$ cat config.mk
export PLATFORM = sky130hd
export DESIGN_NAME = digit_sequence_tx
export DESIGN_NICKNAME = d
export VERILOG_FILES = /design/src/rtl/digit_sequence_tx.sv
export SDC_FILE = /design/constraint.sdc
export NUM_CORES = 1
export LEC_CHECK = 0
export BUFFER_PORTS_ARGS = -buffer_cell sky130_fd_sc_hd__buf_2
export CAP_MARGIN = 20
export CORE_MARGIN = 5
export CORE_UTILIZATION = 40
export CTS_CLUSTER_DIAMETER = 150
export DETAILED_ROUTE_END_ITERATION = 8
export PLACE_DENSITY_LB_ADDON = 0.15
export SETUP_SLACK_MARGIN = 0.5
export SLEW_MARGIN = 0
export SYNTH_ARGS = -nofsm -noshare
export SYNTH_HDL_FRONTEND = slang
export SYNTH_SLANG_ARGS = --single-unit
$ cat constraint.sdc
create_clock -name clk -period 4.36 [get_ports clk]
set_input_delay 0.218 -clock clk [delete_from_list [all_inputs] [get_ports clk]]
set_output_delay 0.218 -clock clk [all_outputs]
set_load 0.02 [all_outputs]
$ cat src/rtl/digit_sequence_tx.sv
// digit_sequence_tx: sends a stored code one N-bit digit at a time over a
// valid/ready interface. An optional idle gap can follow each accepted digit,
// and a one-cycle done pulse marks the end of the sequence.
// All outputs are registered.
// Optional feature: define DIGIT_PARITY_EN to add a registered digit_parity
// output, which holds the XOR of all bits of digit_out.
module digit_sequence_tx #(
    parameter int                   N       = 4,
    parameter int                   SEQ_LEN = 8,
    parameter logic [SEQ_LEN*N-1:0] CODE    = 32'h8244_4300,
    parameter int                   GAP     = 0
) (
    input  logic         clk,
    input  logic         asyn_n_rst,
    input  logic         start,
    input  logic         abort,
    input  logic         digit_ready,
    output logic [N-1:0] digit_out,
    output logic         digit_valid,
    output logic         busy,
    output logic         done
`ifdef DIGIT_PARITY_EN
    ,
    output logic         digit_parity
`endif
);

    localparam int IDX_W = (SEQ_LEN > 1) ? $clog2(SEQ_LEN) : 1;
    localparam int CNT_W = (GAP > 0) ? $clog2(GAP + 1) : 1;
    localparam logic [IDX_W-1:0] LAST_IDX = IDX_W'(SEQ_LEN - 1);
    localparam logic [CNT_W-1:0] GAP_LOAD = CNT_W'(GAP);
    localparam logic [CNT_W-1:0] CNT_ONE  = CNT_W'(1);

    typedef enum logic [1:0] {
        S_IDLE,
        S_SEND,
        S_GAP,
        S_DONE
    } state_t;

    state_t           state;
    logic [IDX_W-1:0] idx;
    logic [CNT_W-1:0] gap_cnt;

    logic             abort_act;
    logic             handshake;
    logic             load_en;
    logic [IDX_W-1:0] load_idx;
    logic [N-1:0]     load_digit;

    // Returns digit i of the stored code. Digit 0 is in the low bits.
    function automatic logic [N-1:0] code_digit(input logic [IDX_W-1:0] i);
        return CODE[int'(i)*N +: N];
    endfunction

    // Work out when the digit register takes a new code digit, and which one.
    // An abort suppresses the load, so the digit in flight counts as not sent.
    always_comb begin
        abort_act = abort && (state != S_IDLE);
        handshake = (state == S_SEND) && digit_valid && digit_ready;
        load_en   = 1'b0;
        load_idx  = '0;
        case (state)
            S_IDLE:  load_en = start;
            S_SEND:  load_en = handshake && (idx != LAST_IDX) && (GAP == 0);
            S_GAP:   load_en = (gap_cnt == CNT_ONE);
            default: load_en = 1'b0;
        endcase
        if (state != S_IDLE) begin
            load_idx = idx + 1'b1;
        end
        if (abort_act) begin
            load_en = 1'b0;
        end
        load_digit = code_digit(load_idx);
    end

    // Sequencer: control state, digit index, gap counter and the valid, busy
    // and done outputs.
    always_ff @(posedge clk or negedge asyn_n_rst) begin
        if (!asyn_n_rst) begin
            state       <= S_IDLE;
            idx         <= '0;
            gap_cnt     <= '0;
            digit_valid <= 1'b0;
            busy        <= 1'b0;
            done        <= 1'b0;
        end else begin
            done <= 1'b0;
            if (abort_act) begin
                state       <= S_IDLE;
                idx         <= '0;
                gap_cnt     <= '0;
                digit_valid <= 1'b0;
                busy        <= 1'b0;
            end else begin
                if (load_en) begin
                    idx <= load_idx;
                end
                case (state)
                    S_IDLE: begin
                        if (start) begin
                            state       <= S_SEND;
                            digit_valid <= 1'b1;
                            busy        <= 1'b1;
                        end
                    end
                    S_SEND: begin
                        if (handshake) begin
                            if (idx == LAST_IDX) begin
                                state       <= S_DONE;
                                digit_valid <= 1'b0;
                                done        <= 1'b1;
                            end else if (GAP > 0) begin
                                state       <= S_GAP;
                                gap_cnt     <= GAP_LOAD;
                                digit_valid <= 1'b0;
                            end
                        end
                    end
                    S_GAP: begin
                        if (gap_cnt == CNT_ONE) begin
                            state       <= S_SEND;
                            gap_cnt     <= '0;
                            digit_valid <= 1'b1;
                        end else begin
                            gap_cnt <= gap_cnt - 1'b1;
                        end
                    end
                    S_DONE: begin
                        state <= S_IDLE;
                        idx   <= '0;
                        busy  <= 1'b0;
                    end
                    default: begin
                        state       <= S_IDLE;
                        digit_valid <= 1'b0;
                        busy        <= 1'b0;
                    end
                endcase
            end
        end
    end

`ifdef DIGIT_PARITY_EN
    // Digit register and its parity. Both load together, so they always
    // describe the same digit.
    always_ff @(posedge clk or negedge asyn_n_rst) begin
        if (!asyn_n_rst) begin
            digit_out    <= '0;
            digit_parity <= 1'b0;
        end else if (load_en) begin
            digit_out    <= load_digit;
            digit_parity <= ^load_digit;
        end
    end
`else
    // Digit register. It holds its value between loads, which keeps the digit
    // stable while the sink is not ready.
    always_ff @(posedge clk or negedge asyn_n_rst) begin
        if (!asyn_n_rst) begin
            digit_out <= '0;
        end else if (load_en) begin
            digit_out <= load_digit;
        end
    end
`endif

endmodule

==> Word-level counts from Yosys, hierarchy flattened <==
Index checks and enable logic that the tools add are counted.
{ "totals": {"reg_bits": 13, "inputBits": 5, "word_cells": 59} }
{ "op_classes": {"n_addsub": 2, "eq_ne": 9, "shift": 1, "muxes": 27, "reduce_logical": 13} }
{ "ops": {"columns": ["operator", "count"], "rows": [
  ["32-bit by 6-bit indexed part select with 4-bit output, first input constant", 1],
  ["1-bit two-way mux", 14],
  ["3-bit two-way mux", 4],
  ["3-bit inequality test, second input constant", 4],
  ["2-bit two-way mux", 5],
  ["2-bit case mux with 4 select lines", 1],
  ["1-bit case mux with 3 select lines", 2],
  ["3-bit nonzero test", 2],
  ["5-bit AND reduction", 1],
  ["2-bit equality test, second input constant", 2],
  ["1-bit logical AND", 4],
  ["4-bit AND reduction", 1],
  ["2-bit nonzero test", 2],
  ["4-bit nonzero test", 1],
  ["3-bit by 1-bit adder with 3-bit output, second input constant", 1],
  ["3-bit equality test, second input constant", 1],
  ["3-bit by 2-bit inequality test with 1-bit output, second input constant", 1],
  ["2-bit by 1-bit equality test with 1-bit output, second input constant", 1],
  ["2-bit zero test", 1],
  ["1-bit case mux with 2 select lines", 1],
  ["2-bit AND reduction", 1],
  ["1-bit subtractor, second input constant", 1]
]} }

==> Logic depth before layout (Yosys ltp) <==
{ "depth": {"depth_word": 9, "mapped_depth": 5, "depth_no_buf": 5} }

==> Worst setup path before layout <==
Ideal clock, no wire load.
{ "synth_timing": {"kind": "reg2reg", "from": "reg idx[0]", "to": "reg digit_out[0]", "setup_time_ns": 0.125, "arrival_time_ns": 1.587, "required_time_ns": 4.235, "slack_ns": 2.648, "stages_incl_launch_ff": 6, "path_cell_list": "dfrtp_1 > ha_1 > ha_1 > and3b_1 > a211oi_4 > mux2_4"} }
{ "synth_via": {"elab_chain_cells": 4, "word_cells_on_any_way": 7} }
{ "synth_lines": {"columns": ["item", "line", "source"], "rows": [
  ["start: declaration", "42", "logic [IDX_W-1:0] idx;"],
  ["start signal: assignment", "98", "idx <= load_idx;"],
  ["parallel branches: the longest is 4 deep, another holds 3-bit by 1-bit adder with 3-bit output", null, null],
  ["end signal: assignment", "164", "digit_out <= load_digit;"],
  ["end: declaration", "18", "output logic [N-1:0] digit_out,"]
]} }
Parallel ways; which one is timed is not known.
A chain may end at the register's enable or synchronous reset.

==> Worst setup path in the final report <==
{ "layout_timing": {"from": "reg idx[0]", "to": "reg digit_out[1]"} }
The elaborated chain is that of the path after synthesis.

==> impl_metrics.yaml <==
clocking:
  root_buffer: "clkbuf_4"
  cts_tree: "built"
  ctsResizeCount: 0
  clk_pin_slew_ps: 80
  cts_hold_buf: 1
  cts_made_buffers: 3
  clock_sinks: 13
  postCtsSetupRepairBufs: 0
  ctsHtreeMaxLevel: 1
  clock_path_buffers: 2
  clkLatencyLatePin_ps: 270
pwr:
  pwr-share-clk_pct: 24.0
  p_int_mw: 0.205
  power.total_mw: 0.304
  p_per_area_mw_per_mm2: 366
  combPwrFrac_pct: 25.5
  leakage_nw: 0.378
  p_switching_mw: 0.0986
  switching_share_pct: 32.4
  vdd_drop_max_mv: 0.179
  pwr-share-seq_pct: 50.5
timing:
  slew_violations: 0
  max_freq_ghz: 0.539
  rsz0062_at_grt: "no"
  fin_crit_sh_pct: 42.6
  fin_crit_ps: 1860
  worstMarginPinSlew_ps: 554
  finalHoldViolations: 0
  slew_headroom_pct: 63.0
  worst_clock_skew_ps: 0.401
  setup_violations: 0
  setup_tns_ps: 0
die:
  die_x_um: 52.8
  rows: 15
  dieArea_mm2: 0.00279
  coreArea_mm2: 0.00173
  die_y_um: 52.8
  io-pin-count: 12
  start_util_pct: 42.4
synth:
  yosys.cell_types.count: 28
  seq_area_frac_synth_pct: 44.4
  postSynthCellCount: 67
  synth-seq-cells: 13
  avgSynthCellArea_um2: 10.9
  yosys_warnings: 0
  synth_area_um2: 732
  synth_nets: 74
grt:
  grtUsageTotal_pct: 12.2
  gr-usage-met2_pct: 18.2
  overflow: 0
  grt_max_degree: 19
  antenna_found_initial: 0
  grt_pass1_wl_um: 2460
  busiest_layer: "met2"
  use_met3_pct: 2.56
  use_met1_pct: 16.2
  grt_pass1_vias: 545
worst_setup_path:
  end_kind: "register"
  reg2reg_depth: 5
  crit_arrival_ps: 2020
  crit_fanout: 7
  required_ps: 4520
  r2r-start: "idx[0]"
  worstSetupStartpointType: "register"
  path_class: "reg2reg"
  ff2ff_setup_slack_ps: 2500
  r2r_end: "digit_out[1]"
drt:
  drc: 0
  postRouteAntennaNets: 0
  drt_pass1_iterations: 4
  drtIter0Drc: 7
  via_per_inst: 5.09
  drt-total-wl_um: 1390
  post_drt_wl_per_cell_um: 13.4
  num_vias: 529
finish:
  multi_input_area_um2: 367
  diodes: 0
  drive_gt1_share_pct: 25.3
  finalNetCount: 87
  seqCellArea_um2: 325
  area_delta_synth_final_pct: 13.3
  num-fill-cells: 181
place:
  dp_hpwl_um: 1000
  port_buffers: 11
  place_congestion: 0.763
hold_path:
  min_path_type: "in2reg"
  hp-start: "abort"
  min_to: "state[1]"
  hold_depth: 2
run:
  cap_viol_max_count: 0
outcome:
  outcome: "finished clean"
## through the flow
stage | area [um2] | util (%) | instances | setup slack (ps) | hold WS [ps]
2_1_floorplan | 732 | - | 67 | 2650 | -77.6
3_3_place_gp | 793 | 45.9 | 99 | 2580 | 125
3_5_place_dp | 793 | 45.9 | 99 | 2530 | 127
4_1_cts | 830 | 48.0 | 104 | 2500 | 251
5_1_grt | 830 | 48.0 | 104 | 2420 | 275
6_report | 830 | 48.0 | 104 | 2500 | 256
## metal layers
layer  vias up  wire length (um)
met5         -                 0
met3         2                56
met2         9               594
met4         0                12
met1       248               730
li1        270                 -
## synth_stat cells
cell	number	area, um2
nor3b_2	1	12.5
nor2_1	2	7.51
dfrtp_1	13	325
buf_2	2	10.0
a211o_1	1	8.76
clkbuf_1	1	3.75
inv_1	4	15.0
ha_1	2	25.0
o21ai_0	5	25.0
nor3b_1	4	30.0
buf_6	1	11.3
o21ai_1	1	5.00
a21oi_1	3	15.0
a211oi_4	1	20.0
and3b_1	1	8.76
mux2_4	3	45.0
nor3_1	4	20.0
nor4bb_4	1	25.0
nand3b_1	1	7.51
mux2i_1	1	10.0
or3_1	1	6.26
o22ai_1	4	25.0
nor4b_1	1	8.76
nor2b_1	3	18.8
a211oi_1	1	7.51
or3b_1	2	17.5
nand2b_1	2	12.5
nand3_1	1	5.00
## power groups by stage
stage | Combinational (mW) | Sequential [mW] | Clock [mW]
finish | 0.0774 | 0.153 | 0.0730
floorplan | 0.0511 | 0.159 | 0
detailed placement | 0.0771 | 0.156 | 0
global route | 0.0866 | 0.156 | 0.0796
global placement | 0.0765 | 0.155 | 0
CTS | 0.0783 | 0.153 | 0.0771
## sequential cells by signal (all words and copies together), names as in the netlist
name,count
busy,1
digit_out,4
digit_valid,1
done,1
gap_cnt,1
idx,3
state,2
## cell families (layout without fill, tap and decap cells)
kind of cell,count (synthesis),count (layout),synth area share (%)
adder cells (fa/ha/maj),2,2,3.42
buffers and inverters,8,20,5.47
flip-flops,13,13,44.4
AND/OR/NAND/NOR,24,24,24.6
AO/OA/AOI/OAI,16,16,14.5
multiplexers,4,4,7.52
## placed cells by master (no fill, tap or decap)
master	Yosys	routed
clkbuf_4	0	3
nor4bb_4	1	1
mux2i_1	1	1
nor3b_1	4	4
nor2b_1	3	3
a211oi_1	1	1
o22ai_1	4	4
and3b_1	1	1
a21oi_1	3	3
nand2b_1	2	2
nand3b_1	1	1
a211oi_4	1	1
buf_2	2	11
nor2_1	2	2
dfrtp_1	13	13
ha_1	2	2
nor3b_2	1	1
o21ai_1	1	1
nand3_1	1	1
a211o_1	1	1
inv_1	4	4
nor3_1	4	4
o21ai_0	5	5
or3_1	1	1
nor4b_1	1	1
mux2_4	3	3
clkbuf_1	1	1
or3b_1	2	2
dlygate4sd3_1	0	1
## critical path, stage by stage, from the launching register on
cell	delay (ps)
dfrtp_1	400
ha_1	170
ha_1	170
and3b_1	210
a211oi_4	450
mux2_4	330
## how the worst max path moves through the flow
stage,from,to,slack [ps],cells past startpoint
after floorplan,idx[0],digit_out[0],2650,5
after global placement,idx[0],digit_out[1],2580,5
after global routing,idx[0],digit_out[3],2420,5
after detailed placement,idx[0],digit_out[0],2530,5
final,idx[0],digit_out[1],2500,5
after CTS,idx[0],digit_out[0],2500,5
## cell type report
type                    instances  area share, %
multi-input cells              46           44.2
flip-flops and latches         13           39.2
repair buffers                 12           7.84
well taps                      25           3.77
clock buffers                   4           3.17
inverters                       4           1.81
No activity file was read; power rests on OpenSTA's default activity.
